### config.mk
export PLATFORM = sky130hd
export DESIGN_NAME = spi_arbiter_flat
export DESIGN_NICKNAME = d
export VERILOG_FILES = /design/src/rtl/spi_arbiter_if.sv /design/src/rtl/spi_arbiter.sv /design/src/flat_wrapper.sv
export SDC_FILE = /design/constraint.sdc
export NUM_CORES = 1
export LEC_CHECK = 0
export CORE_UTILIZATION = 30
export DETAILED_ROUTE_END_ITERATION = 8
export DONT_BUFFER_PORTS = 1
export GPL_ROUTABILITY_DRIVEN = 0
export HOLD_SLACK_MARGIN = 0.02
export REMOVE_ABC_BUFFERS = 1
export SYNTH_ARGS = -nofsm -noshare
export SYNTH_HDL_FRONTEND = slang
export SYNTH_SLANG_ARGS = --single-unit
### constraint.sdc
create_clock -name clk -period 4.1 [get_ports clk]
set_clock_uncertainty 0.05 [all_clocks]
set_input_delay 0.615 -clock clk [delete_from_list [all_inputs] [get_ports clk]]
set_output_delay 0.615 -clock clk [all_outputs]
set_load 0.1 [all_outputs]
### src/rtl/spi_arbiter_if.sv
// rtl/spi_arbiter_if.sv - requester and spi_M side signals of spi_arbiter
// slave: the arbiter's view; master: the environment's view (requesters plus spi_M).
interface spi_arbiter_if #(
  parameter int NREQ = 4
);
  logic [NREQ-1:0]   req;
  logic [8*NREQ-1:0] req_data;
  logic [NREQ-1:0]   gnt;
  logic [NREQ-1:0]   rsp_valid;
  logic [7:0]        rsp_data;
  logic              busy;
  logic              m_start;
  logic [7:0]        m_din;
  logic [7:0]        m_dout;
  logic              m_done;
  logic              timeout_err;

  modport slave (
    input  req, req_data, m_dout, m_done,
    output gnt, rsp_valid, rsp_data, busy, m_start, m_din, timeout_err
  );

  modport master (
    output req, req_data, m_dout, m_done,
    input  gnt, rsp_valid, rsp_data, busy, m_start, m_din, timeout_err
  );
endinterface

### src/rtl/spi_arbiter.sv
// rtl/spi_arbiter.sv - round-robin arbiter sharing one spi_M among NREQ requesters
// Define SPI_ARB_TIMEOUT_EN to compile in the WAIT timeout (rsp_data=8'hFF, timeout_err pulse).
module spi_arbiter #(
  parameter int NREQ    = 4,
  parameter int TIMEOUT = 255
) (
  input logic         clk,
  input logic         rst,
  spi_arbiter_if.slave bus
);
  localparam int PW = (NREQ > 1) ? $clog2(NREQ) : 1;

  typedef enum logic [1:0] {IDLE, START, WAIT, RESP} state_t;

  state_t          state_q, state_d;
  logic [NREQ-1:0] gnt_q, gnt_d;
  logic [NREQ-1:0] rsp_valid_q, rsp_valid_d;
  logic [7:0]      rsp_data_q, rsp_data_d;
  logic [7:0]      m_din_q, m_din_d;
  logic            m_start_q, m_start_d;
  logic            busy_q, busy_d;
  logic [PW-1:0]   ptr_q, ptr_d;
  logic [PW-1:0]   win_q, win_d;
  logic [PW-1:0]   arb_idx;
  logic            arb_found;
`ifdef SPI_ARB_TIMEOUT_EN
  logic [15:0]     cnt_q, cnt_d;
  logic            terr_q, terr_d;
`endif

  // First set req bit at or above ptr, wrapping past NREQ-1 back to 0.
  always_comb begin
    arb_idx   = '0;
    arb_found = 1'b0;
    for (int i = 0; i < NREQ; i++) begin
      if (!arb_found && bus.req[(int'(ptr_q) + i) % NREQ]) begin
        arb_found = 1'b1;
        arb_idx   = PW'((int'(ptr_q) + i) % NREQ);
      end
    end
  end

  always_comb begin
    state_d     = state_q;
    gnt_d       = gnt_q;
    rsp_valid_d = '0;
    rsp_data_d  = rsp_data_q;
    m_din_d     = m_din_q;
    m_start_d   = 1'b0;
    ptr_d       = ptr_q;
    win_d       = win_q;
`ifdef SPI_ARB_TIMEOUT_EN
    cnt_d       = cnt_q;
    terr_d      = 1'b0;
`endif
    case (state_q)
      IDLE: begin
        if (arb_found) begin
          win_d          = arb_idx;
          gnt_d          = '0;
          gnt_d[arb_idx] = 1'b1;
          m_din_d        = bus.req_data[8*int'(arb_idx) +: 8];
          state_d        = START;
        end
      end
      START: begin
        m_start_d = 1'b1;
`ifdef SPI_ARB_TIMEOUT_EN
        cnt_d     = '0;
`endif
        state_d   = WAIT;
      end
      WAIT: begin
        if (bus.m_done) begin
          rsp_data_d         = bus.m_dout;
          gnt_d              = '0;
          rsp_valid_d[win_q] = 1'b1;
          state_d            = RESP;
`ifdef SPI_ARB_TIMEOUT_EN
        end else if (cnt_q == 16'(TIMEOUT - 1)) begin
          rsp_data_d         = 8'hFF;
          terr_d             = 1'b1;
          gnt_d              = '0;
          rsp_valid_d[win_q] = 1'b1;
          state_d            = RESP;
        end else begin
          cnt_d = cnt_q + 16'd1;
`endif
        end
      end
      RESP: begin
        ptr_d   = (win_q == PW'(NREQ - 1)) ? '0 : win_q + PW'(1);
        state_d = IDLE;
      end
      default: state_d = IDLE;
    endcase
    busy_d = (state_d != IDLE);
  end

  always_ff @(posedge clk or negedge rst) begin
    if (!rst) begin
      state_q     <= IDLE;
      gnt_q       <= '0;
      rsp_valid_q <= '0;
      rsp_data_q  <= 8'h00;
      m_din_q     <= 8'h00;
      m_start_q   <= 1'b0;
      busy_q      <= 1'b0;
      ptr_q       <= '0;
      win_q       <= '0;
`ifdef SPI_ARB_TIMEOUT_EN
      cnt_q       <= '0;
      terr_q      <= 1'b0;
`endif
    end else begin
      state_q     <= state_d;
      gnt_q       <= gnt_d;
      rsp_valid_q <= rsp_valid_d;
      rsp_data_q  <= rsp_data_d;
      m_din_q     <= m_din_d;
      m_start_q   <= m_start_d;
      busy_q      <= busy_d;
      ptr_q       <= ptr_d;
      win_q       <= win_d;
`ifdef SPI_ARB_TIMEOUT_EN
      cnt_q       <= cnt_d;
      terr_q      <= terr_d;
`endif
    end
  end

  assign bus.gnt       = gnt_q;
  assign bus.rsp_valid = rsp_valid_q;
  assign bus.rsp_data  = rsp_data_q;
  assign bus.m_din     = m_din_q;
  assign bus.m_start   = m_start_q;
  assign bus.busy      = busy_q;
`ifdef SPI_ARB_TIMEOUT_EN
  assign bus.timeout_err = terr_q;
`else
  assign bus.timeout_err = 1'b0;
`endif
endmodule

### src/flat_wrapper.sv
// flat-port wrapper written by rule: the top's interface ports become plain ports
module spi_arbiter_flat 
#(
  parameter int NREQ    = 4,
  parameter int TIMEOUT = 255
)
  (clk, rst, bus_req, bus_req_data, bus_m_dout, bus_m_done, bus_gnt, bus_rsp_valid, bus_rsp_data, bus_busy, bus_m_start, bus_m_din, bus_timeout_err);
  spi_arbiter_if #(.NREQ(NREQ)) bus_i ();
  input logic clk;
  input logic rst;
  input wire logic [$bits(bus_i.req)-1:0] bus_req;
  input wire logic [$bits(bus_i.req_data)-1:0] bus_req_data;
  input wire logic [$bits(bus_i.m_dout)-1:0] bus_m_dout;
  input wire logic [$bits(bus_i.m_done)-1:0] bus_m_done;
  output wire logic [$bits(bus_i.gnt)-1:0] bus_gnt;
  output wire logic [$bits(bus_i.rsp_valid)-1:0] bus_rsp_valid;
  output wire logic [$bits(bus_i.rsp_data)-1:0] bus_rsp_data;
  output wire logic [$bits(bus_i.busy)-1:0] bus_busy;
  output wire logic [$bits(bus_i.m_start)-1:0] bus_m_start;
  output wire logic [$bits(bus_i.m_din)-1:0] bus_m_din;
  output wire logic [$bits(bus_i.timeout_err)-1:0] bus_timeout_err;
  assign bus_i.req = bus_req;
  assign bus_i.req_data = bus_req_data;
  assign bus_i.m_dout = bus_m_dout;
  assign bus_i.m_done = bus_m_done;
  assign bus_gnt = bus_i.gnt;
  assign bus_rsp_valid = bus_i.rsp_valid;
  assign bus_rsp_data = bus_i.rsp_data;
  assign bus_busy = bus_i.busy;
  assign bus_m_start = bus_i.m_start;
  assign bus_m_din = bus_i.m_din;
  assign bus_timeout_err = bus_i.timeout_err;
  spi_arbiter #(.NREQ(NREQ), .TIMEOUT(TIMEOUT)) u_core (.clk(clk), .rst(rst), .bus(bus_i));
endmodule
**Yosys cells after proc, flatten, opt, wreduce, memory -nomap -nowiden**

Index checks and enable logic that the tools add are counted.

- Register bits: 32
- Bits of input ports: 47
- Output and inout bits: 27
- Logic and storage cells: 81

- Add/subtract/negate cells: 4
- Order comparisons: 8
- Equality and inequality tests: 6
- Shift-type cells: 1
- Multiplexer cells: 33
- Bitwise gates (word level): 3
- Reductions and logical operators: 17

Operator list:

| operator | count |
|---|---|
| $shiftx 32x6->8 | 1 |
| $mux 4 | 4 |
| $mux 1 | 14 |
| $mux 2 | 7 |
| $lt 3x4->1 const B | 3 |
| $lt 2x3->1 const B | 3 |
| $bmux 1 s2 | 4 |
| $pmux 2 s4 | 1 |
| $pmux 4 s2 | 1 |
| $eq 2x2->1 const B | 3 |
| $reduce_or 2->1 | 3 |
| $logic_and 1x1->1 | 5 |
| $add 2x1->2 const B | 2 |
| $add 2x2->2 const B | 2 |
| $demux 1 s2 | 2 |
| $ge 2x1->1 const B | 2 |
| $reduce_and 2->1 | 2 |
| $reduce_bool 2->1 | 2 |
| $and 1x1->1 const A | 3 |
| $logic_not 1->1 | 3 |
| $reduce_and 3->1 | 1 |
| $eq 2x1->1 const B | 1 |
| $logic_not 2->1 | 1 |
| $ne 2x1->1 const B | 1 |
| $ne 2x2->1 const B | 1 |

**Longest topological paths before layout**

Gate-level depths: netlist of run 1.

- Depth in word-level cells: 20
- Gate-level depth with buffers: 7
- Depth with buffers taken out: 6

**Worst setup path after synthesis of run 1**

No wires, ideal clock.

- Path type: input -> register
- From: input port bus_req[1]
- To: register u_core.m_din_q[0] (netlist: u_core.bus.m_din[0])
- Setup time: 90 ps
- Data arrival time: 1,594 ps
- Required time: 3,960 ps
- Slack: 2,366 ps
- Stages: 7
- Path buffers: 3
- Cells stage by stage: buf_6 > nor4_2 > nand2b_1 > buf_6 > buf_6 > nand2_1 > o221ai_1

- Word-level cells in the longest chain between the ends: 13
- Elaborated cells on any way between the ends: 27
- Classes of those cells: shift: 1; mux: 19; reduce/logical: 7

Ends and longest elaborated chain:

| element | RTL line | text |
|---|---|---|
| start, declared | flat_wrapper.sv:11 | `input wire logic [$bits(bus_i.req)-1:0] bus_req;` |
| $bmux 1 s2 | spi_arbiter.sv:36 | `if (!arb_found && bus.req[(int'(ptr_q) + i) % NREQ]) begin` |
| $mux 1 (implied by the code) | spi_arbiter.sv:36 |  |
| $mux 1 | spi_arbiter.sv:36 |  |
| $logic_not 1->1 | spi_arbiter.sv:36 |  |
| $logic_and 1x1->1 | spi_arbiter.sv:36 |  |
| $mux 1 | spi_arbiter.sv:36 |  |
| $logic_not 1->1 | spi_arbiter.sv:36 |  |
| $logic_and 1x1->1 | spi_arbiter.sv:36 |  |
| $mux 1 | spi_arbiter.sv:36 |  |
| $logic_not 1->1 | spi_arbiter.sv:36 |  |
| $logic_and 1x1->1 | spi_arbiter.sv:36 |  |
| $mux 2 or $mux 1 (tied branches) | spi_arbiter.sv:36 |  |
| $shiftx 32x6->8 or $reduce_and 2->1 (tied branches) | -- |  |
| end signal, assigned | spi_arbiter.sv:120 | `m_din_q <= m_din_d;` |
| end, declared | spi_arbiter.sv:19 | `logic [7:0] m_din_q, m_din_d;` |

Parallel ways exist; a longest one is shown, timed or not. The select of a mux whose other input is x is not followed.
A chain may end at the register's enable or synchronous reset.

**Worst setup path in the final report of run 1**

- From: input port bus_req[0]
- To: register u_core.m_din_q[5] (netlist: u_core.bus.m_din[5])

The elaborated chain is that of the path after synthesis.

==> run metrics, run 1 <==
TNS Setup 0 ps; crit path DAT approximately 2200 ps; initial antenna violation count 0; Tot GR Track Use 14.0%; global-route wire length before repair 6.29 mm; filler cell count 535; top cell type by total area after synthesis dfrtp_1; Synth area leaders dfrtp_1 48%, mux2_2 6.1%, ha_1 6.0%; routed vias 1141; commonest non-fill, non-tap cells in the layout 32 x dfrtp_1, 17 x nand2_1, 9 x mux2i_1, 9 x mux2_2; drt total wl 3.80 mm; commonest non-fill, non-tap cell in the layout dfrtp_1; R2R setup slack 2020 ps; total CTS buffers 5; Clock transition at path regs 70 ps; area of the multi-input gates 766 um^2; row count 26; Worst R2R Start u_core.state_q[0]; Clock Tree Buf Depth 2; initial core utilization roughly a third; vias in the first global route 1216; Layout Utilization 34.2%; register area 801 um^2; total grt overflow 0; reg-to-reg endpoint u_core.bus.m_din[5]; # port buffers 0; CTS resizes 0; Crit Path Category in2reg; clk_lat worst skew 280 ps; die width 76.6 um; Tmin final approximately 2100 ps; DRC 0; Setup violations, final 0; wire length per cell 17.5 um; Root Buffer Master clkbuf_8; fmax 470 MHz; drt first pass iters 4; register area share after synthesis 47.9%; layout cells sized above 1 17.0%; initial drt markers 31; reg2reg path depth 5; syn_area_per_cell approximately 11 um^2; synth warn 0; status finished clean; fin crit share 51.9%; H-tree levels 2; worst slew pin tran 939 ps; Max Transition Viols Final 0; Antenna diodes 0; synthesized area 0.00167 mm^2; max cap viols 0; non-filler cells, final 217; Final ANT Viol Nets 0; placed cell areas 0.00168 mm^2; CTS sink count 32; synth unique cells 34; die area 0.00587 mm^2; Die Ht 76.6 um; crit start category input pin; IO Count 74; Hold Fails Final Rpt 0; Hold Path Class in2async; Post-Layout Inst Area roughly 0.0018 mm^2; critical-path maximum fanout 21; TritonCTS clock tree yes; Vias/cell 5.26; Final nets 201; WP data required approximately 4200 ps; crit end category flip-flop; Core Footprint 0.00524 mm^2; top-area cell type share of the netlist area 47.9%; RSZ-0062 raised after global routing no; area delta synth->final 7.26%; largest net degree at the start of global routing 33; DP HPWL 2.87 mm; Slew HR 37.4%; Post-Syn Instances 148; Placed Instances 208; Yosys reg bits 32
cells in the mapped netlist (all sizes together):
| master | n |
|---|---|
| buf | 9 |
| a2bb2oi | 1 |
| a22o | 2 |
| a21o | 1 |
| o31ai | 2 |
| nor3 | 2 |
| dfrtp | 32 |
| nor4 | 1 |
| and3 | 5 |
| a22oi | 8 |
| inv | 7 |
| conb | 1 |
| nor2b | 1 |
| clkbuf | 1 |
| and2b | 2 |
| ha | 8 |
| nor2 | 5 |
| mux2i | 9 |
| nand2b | 2 |
| a21oi | 4 |
| nand2 | 17 |
| o21ai | 8 |
| mux2 | 9 |
| or2 | 1 |
| a32o | 1 |
| o221ai | 9 |
flip-flops by register name (all words and copies together), names as in the netlist:
| signal | count |
|---|---|
| u_core.state_q | 2 |
| u_core.bus.rsp_valid | 4 |
| u_core.bus.busy | 1 |
| u_core.bus.m_start | 1 |
| u_core.win_q | 2 |
| u_core.ptr_q | 2 |
| u_core.bus.rsp_data | 8 |
| u_core.bus.gnt | 4 |
| u_core.bus.m_din | 8 |
layer usage:
layer	vias to the layer above	track usage (%)	part of all wire, %
li1	523	-	-
met1	554	15.7	40
met2	60	23.4	50
met3	4	6.59	9.4
met4	0	4.62	0.68
met5	-	0	0
critical path: stages:
cell and delay [ps]:
nor4_2 360, nand2b_1 630, nand2b_1 400, o221ai_1 200
per-stage QoR:
step / setup WS (ps) / hold WS (ps)
6_report: 1970 / 101
2_1_floorplan: 2060 / 269
3_3_place_gp: 1850 / 271
3_5_place_dp: 1690 / 271
5_1_grt: 1770 / 99.9
4_1_cts: 2000 / 104
repair_timing:
| action | 4_1_cts | 5_1_grt |
|---|---|---|
| buffers inserted | 0 | 0 |
| endpoints found under the hold margin | 32 | 0 |
| hold buffers | 1 | 0 |
worst max-delay path by stage:
stage | start | slack [ps] | end
floorplan | bus_req[0] | 2060 | u_core.bus.m_din[5]
global placement | bus_req[0] | 1850 | u_core.bus.m_din[5]
detailed placement | bus_req[0] | 1690 | u_core.bus.m_din[5]
CTS | bus_req[0] | 2000 | u_core.bus.m_din[5]
global route | u_core.state_q[0] | 1770 | u_core.bus.m_din[5]
finish | bus_req[0] | 1970 | u_core.bus.m_din[5]
logic make-up after synthesis:
kind of cell               after synthesis  share of synthesized area, %
AOI/OAI and AO/OA                       36                          17.4
and+or+nand+nor                         36                          10.7
DFF                                     32                          47.9
muxes                                   18                          11.5
buffers and inverters                   17                          6.29
adders and majority gates                8                          5.99
other                                    1                         0.224
cell type report:
cell class,instances,share of cell area [%]
clock buffers,6,4.61
clock inverters,2,0.558
inverters,7,1.47
multi-input cells,99,42.7
flip-flops and latches,32,44.7
well taps,70,4.88
repair buffers,1,1.12
Power of run 1 is left out: the tool's default activity adds up to more than one toggle a clock period on the data nets, which glitch-free logic cannot reach.
==> run 2: changes to the inputs <==
==> constraint.sdc (replaced) <==
create_clock -name clk -period 1.9 [get_ports clk]
set_clock_uncertainty 0.05 [all_clocks]
set_input_delay 0.285 -clock clk [delete_from_list [all_inputs] [get_ports clk]]
set_output_delay 0.285 -clock clk [all_outputs]
set_load 0.1 [all_outputs]
==> run metrics, run 2 (synthesis results as in run 1) <==
status finished clean; commonest non-fill, non-tap cell in the layout dfrtp_1; Hold Fails Final Rpt 0; vias in the first global route 1367; DRC 0; total CTS buffers 5; CTS sink count 32; Antenna diodes 0; IO Count 74; filler cell count 528; Clock Tree Buf Depth 2; critical-path maximum fanout 10; Max Transition Viols Final 0; area of the multi-input gates 779 um^2; Hold Path Class in2reg; largest net degree at the start of global routing 33; register area 801 um^2; commonest non-fill, non-tap cells in the layout 32 x dfrtp_1, 24 x buf_4, 17 x nand2_1; crit path DAT 1840 ps; Die Ht 76.6 um; fmax 595 MHz; crit start category flip-flop; H-tree levels 2; initial core utilization 31.9%; Final nets ~230; clk_lat worst skew 290 ps; Clock transition at path regs 70 ps; DP HPWL 2.96 mm; placed cell areas approximately 0.0019 mm^2; initial drt markers 27; worst slew pin tran 914 ps; die width roughly 77 um; crit end category flip-flop; TritonCTS clock tree yes; Final ANT Viol Nets 0; Post-Layout Inst Area approximately 0.002 mm^2; Tot GR Track Use 14.6%; WP data required 2060 ps; Hold WS 96.5 ps; die area 0.00587 mm^2; # port buffers 0; routed vias 1271; Root Buffer Master clkbuf_8; Crit Path Category reg2reg; fin worst setup slack roughly 220 ps; Core Footprint 0.00524 mm^2; RSZ-0062 raised after global routing no; Slew HR between 30% and 40%; Place WS 1.45 ps; layout cells sized above 1 between 20 and 30%; drt first pass iters 4; wire length per cell 16.4 um; row count 26; drt total wl 3.98 mm; Tmin final 1680 ps; initial antenna violation count 0; Setup violations, final 0; Vias/cell 5.25; area delta synth->final 19.3%; TNS Setup 0 ps; max cap viols 0; total grt overflow 0; fin crit share 88.5%; global-route wire length before repair about 6.5 mm
-- run 2: final cells by class --
class	count	area share (%)
Sequential cell	32	40.2
Multi-Input combinational cell	99	39.1
Timing Repair Buffer	26	10.5
Clock buffer	8	4.52
Tap cell	70	4.39
Inverter	7	1.32
-- run 2: through the flow --
stage	cells	util, %
finish	242	38.1
global route	242	38.1
CTS	242	37.8
detailed placement	232	35.5
global placement	232	35.5
floorplan	138	-
-- run 2: worst max-delay path, stage by stage, from the launching register on --
cell and delay [ps]:
dfrtp_1 570, nand2_1 160, o31ai_4 440, a22oi_1 180
o221ai_1 200
-- run 2: worst paths after layout --
path,startpoint,to,slack (ps),cells after the start
setup / recovery,u_core.ptr_q[1],u_core.bus.m_din[6],220,4
hold / removal,bus_m_dout[5],u_core.bus.rsp_data[5],100,1
setup reg to reg,u_core.ptr_q[1],u_core.bus.m_din[6],220,4
hold reg to reg,u_core.bus.rsp_data[3],u_core.bus.rsp_data[3],460,1
max in group asynchronous,rst,u_core.bus.rsp_data[4],1240,2
min in group asynchronous,rst,u_core.bus.m_din[7],380,2
-- run 2: repair_timing --
item                       in CTS  in global routing
hold endpoints to repair       32                  0
setup endpoints to repair       0                  8
setup buffers                   0                  0
gates resized for setup         0                  2
hold buffers                    2                  0
-- run 2: routing by layer --
| layer | track usage (%) | vias to the layer above | share of wire [%] |
|---|---|---|---|
| met4 | 9.04 | 0 | 3.2 |
| li1 | - | 573 | - |
| met3 | 5.15 | 12 | 8.5 |
| met2 | 24.8 | 68 | 50 |
| met5 | 0 | - | 0 |
| met1 | 15.5 | 618 | 39 |
Power of run 2 is left out for the same reason.
==> run 3: changes to the inputs <==
--- a/config.mk
+++ b/config.mk
@@ -11,6 +11,7 @@
 export GPL_ROUTABILITY_DRIVEN = 0
 export HOLD_SLACK_MARGIN = 0.02
 export REMOVE_ABC_BUFFERS = 1
+export SLEW_MARGIN = 30
 export SYNTH_ARGS = -nofsm -noshare
 export SYNTH_HDL_FRONTEND = slang
 export SYNTH_SLANG_ARGS = --single-unit
==> results of run 3 <==
Same layout as run 2: the final DEF is identical, and so are final timing and power.
Power of run 3 is left out for the same reason.
==> edit: new RTL, config.mk and constraints of run 2 <==
`m_din_q` no longer has a reset.
--- a/src/rtl/spi_arbiter.sv
+++ b/src/rtl/spi_arbiter.sv
@@ -103,7 +103,6 @@
       gnt_q       <= '0;
       rsp_valid_q <= '0;
       rsp_data_q  <= 8'h00;
-      m_din_q     <= 8'h00;
       m_start_q   <= 1'b0;
       busy_q      <= 1'b0;
       ptr_q       <= '0;
@@ -117,7 +116,6 @@
       gnt_q       <= gnt_d;
       rsp_valid_q <= rsp_valid_d;
       rsp_data_q  <= rsp_data_d;
-      m_din_q     <= m_din_d;
       m_start_q   <= m_start_d;
       busy_q      <= busy_d;
       ptr_q       <= ptr_d;
@@ -127,6 +125,10 @@
       terr_q      <= terr_d;
 `endif
     end
+  end
+
+  always_ff @(posedge clk) begin
+    m_din_q <= m_din_d;
   end
 
   assign bus.gnt       = gnt_q;
Check against the original RTL: not equivalent (Yosys sat finds a counterexample within 4 cycles, from zero or initial values and one cycle with rst low).
==> edit against run 2 <==
- synthesized area increased by 2.8%
- sequential cell count unchanged
- routed wire length decreased by 18%
- final area increased by 4.0%
- setup slack got worse by 0.051 ns
- critical path depth increased by 2
Power is not shown: default switching activity piles up to over one toggle a cycle in this logic, so the estimate is an artifact.
==> edit: results (changes against run 2) <==
nets 228 (was 226); Post-Route WL 3.27 mm (was 3.98 mm); drt pass-1 iters 4 (unchanged); vias in the first global route 1151 (was 1367); synthesized instance count 145 (was 148); first-pass GRT wire length 5.26 mm (was 6.53 mm); dominant cells by area after synthesis dfrtp_1 35%, mux2i_1 15%, edfxtp_1 14% (was dfrtp_1 48%, mux2_2 6.1%, ha_1 6.0%); met1 Usage GRT 0.136 (was 0.155); DR WL met2 1.51 mm (was 1.97 mm); layout cells sized above 1 0.293 (was 0.279); Finish-stage setup viols 0 (unchanged); Commonest cells post-synth 25 x mux2i_1, 24 x dfrtp_1, 12 x o21ai_0 (was 32 x dfrtp_1, 17 x nand2_1, 9 x mux2_2, 9 x mux2i_1); Netlist cell types 36 (was 34); Cell Count, Final, Fillers Out 246 (was 242); Detailed Place HPWL 2.47 mm (was 2.96 mm); H-tree depth 2 (unchanged); sequential fraction of the synthesis area 0.489 (was 0.479); Antenna diodes 0 (unchanged); Top FF cell, synth dfrtp_1 (unchanged); clk buf depth 2 (unchanged); Root Buffer clkbuf_8 (unchanged); placed cell count 237 (was 232); status finished, final reports clean (unchanged); slowest cell on the critical path dfrtp_1 (unchanged); DR iter-0 viols 30 (was 27); number of synthesized flops with an enable pin 8 (was 0); Tot GR Track Use 0.116 (was 0.146); Port Buffer Count 0 (unchanged); YS warnings 0 (unchanged); clock transition at the registers of the reported paths 0.07 ns (about the same); DP Area 0.00196 mm2 (was 0.00186 mm2); max incr delay on CP 0.50 ns (was 0.57 ns); Arrival @ worst endpoint 1.70 ns (was 1.84 ns); met2 usage 0.187 (was 0.248); post-cts gate resize count 0 (unchanged); WL met3 269 um (was 337 um); routing usage on met3 0.0412 (was 0.0515); clk_lat worst skew 0.28 ns; top routing layer used met4 (unchanged); dpl ws 0.169 ns (was 0.00145 ns); Metal-1 WL 1.41 mm (was 1.54 mm); worst slew pin tran 1.02 ns (was 0.914 ns); Inserted Clock Buffers 5 (unchanged); async set or reset register ratio after synthesis 0.750 (was 1.00); initial antenna violation count 0 (unchanged); setup bufs post-CTS 0 (unchanged); largest net degree at the start of global routing 25 (was 33); Hold Crit Class in -> reg (unchanged); CTS Hold Buffers Added 1 (was 2); CP Max Fanout 17 (was 10); Vias/cell 4.76 (was 5.25)
-- edit: cell count changes in the layout (fill, tap and decap cells not counted), moves of 2 or more --
cell | run 2 | this run
nor2b_1 | 1 | 3
nor2b_2 | 0 | 2
mux2i_1 | 9 | 25
nand2_1 | 17 | 9
edfxtp_1 | 0 | 8
o21ai_0 | 5 | 12
dfrtp_1 | 32 | 24
a22o_1 | 2 | 0
a22oi_1 | 8 | 1
o221ai_1 | 8 | 0
-- edit: logic make-up (layout without fill, tap and decap cells) --
group,Yosys count,in the layout,share of synthesized area
other,1,1,0.00218
buffers and inverters,14,43,0.0495
adders and majority gates,8,8,0.0583
DFF,32,32,0.489
and+or+nand+nor,29,29,0.0903
AOI/OAI and AO/OA,27,27,0.106
muxes,34,34,0.205
-- edit: worst max-delay path, delay by kind of cell (launching register included) --
| kind | cells | cell delay, ns |
|---|---|---|
| buffers and inverters | 2 | 0.32 |
| muxes | 2 | 0.31 |
| DFF | 1 | 0.50 |
| AOI/OAI and AO/OA | 2 | 0.29 |
-- edit: final cells by class --
class | count | area, um2
repair buffers | 27 | 218
inverters | 8 | 30.0
flip-flops and latches | 32 | 841
multi-input cells | 99 | 792
clock inverters | 1 | 5.00
clock buffers | 7 | 97.6
fillers | 552 | 3430
well taps | 72 | 90.1
-- edit: final timing paths --
path | from | endpoint | slack [ns] | depth (start not counted)
max | u_core.ptr_q[1] | u_core.bus.m_din[4] | 0.17 | 6
min | bus_m_dout[3] | u_core.bus.rsp_data[3] | 0.10 | 1
max reg2reg | u_core.ptr_q[1] | u_core.bus.m_din[4] | 0.17 | 6
min reg2reg | u_core.bus.rsp_data[3] | u_core.bus.rsp_data[3] | 0.46 | 1
max in group asynchronous | rst | u_core.bus.rsp_data[4] | 0.61 | 1
min in group asynchronous | rst | u_core.ptr_q[1] | 0.58 | 1
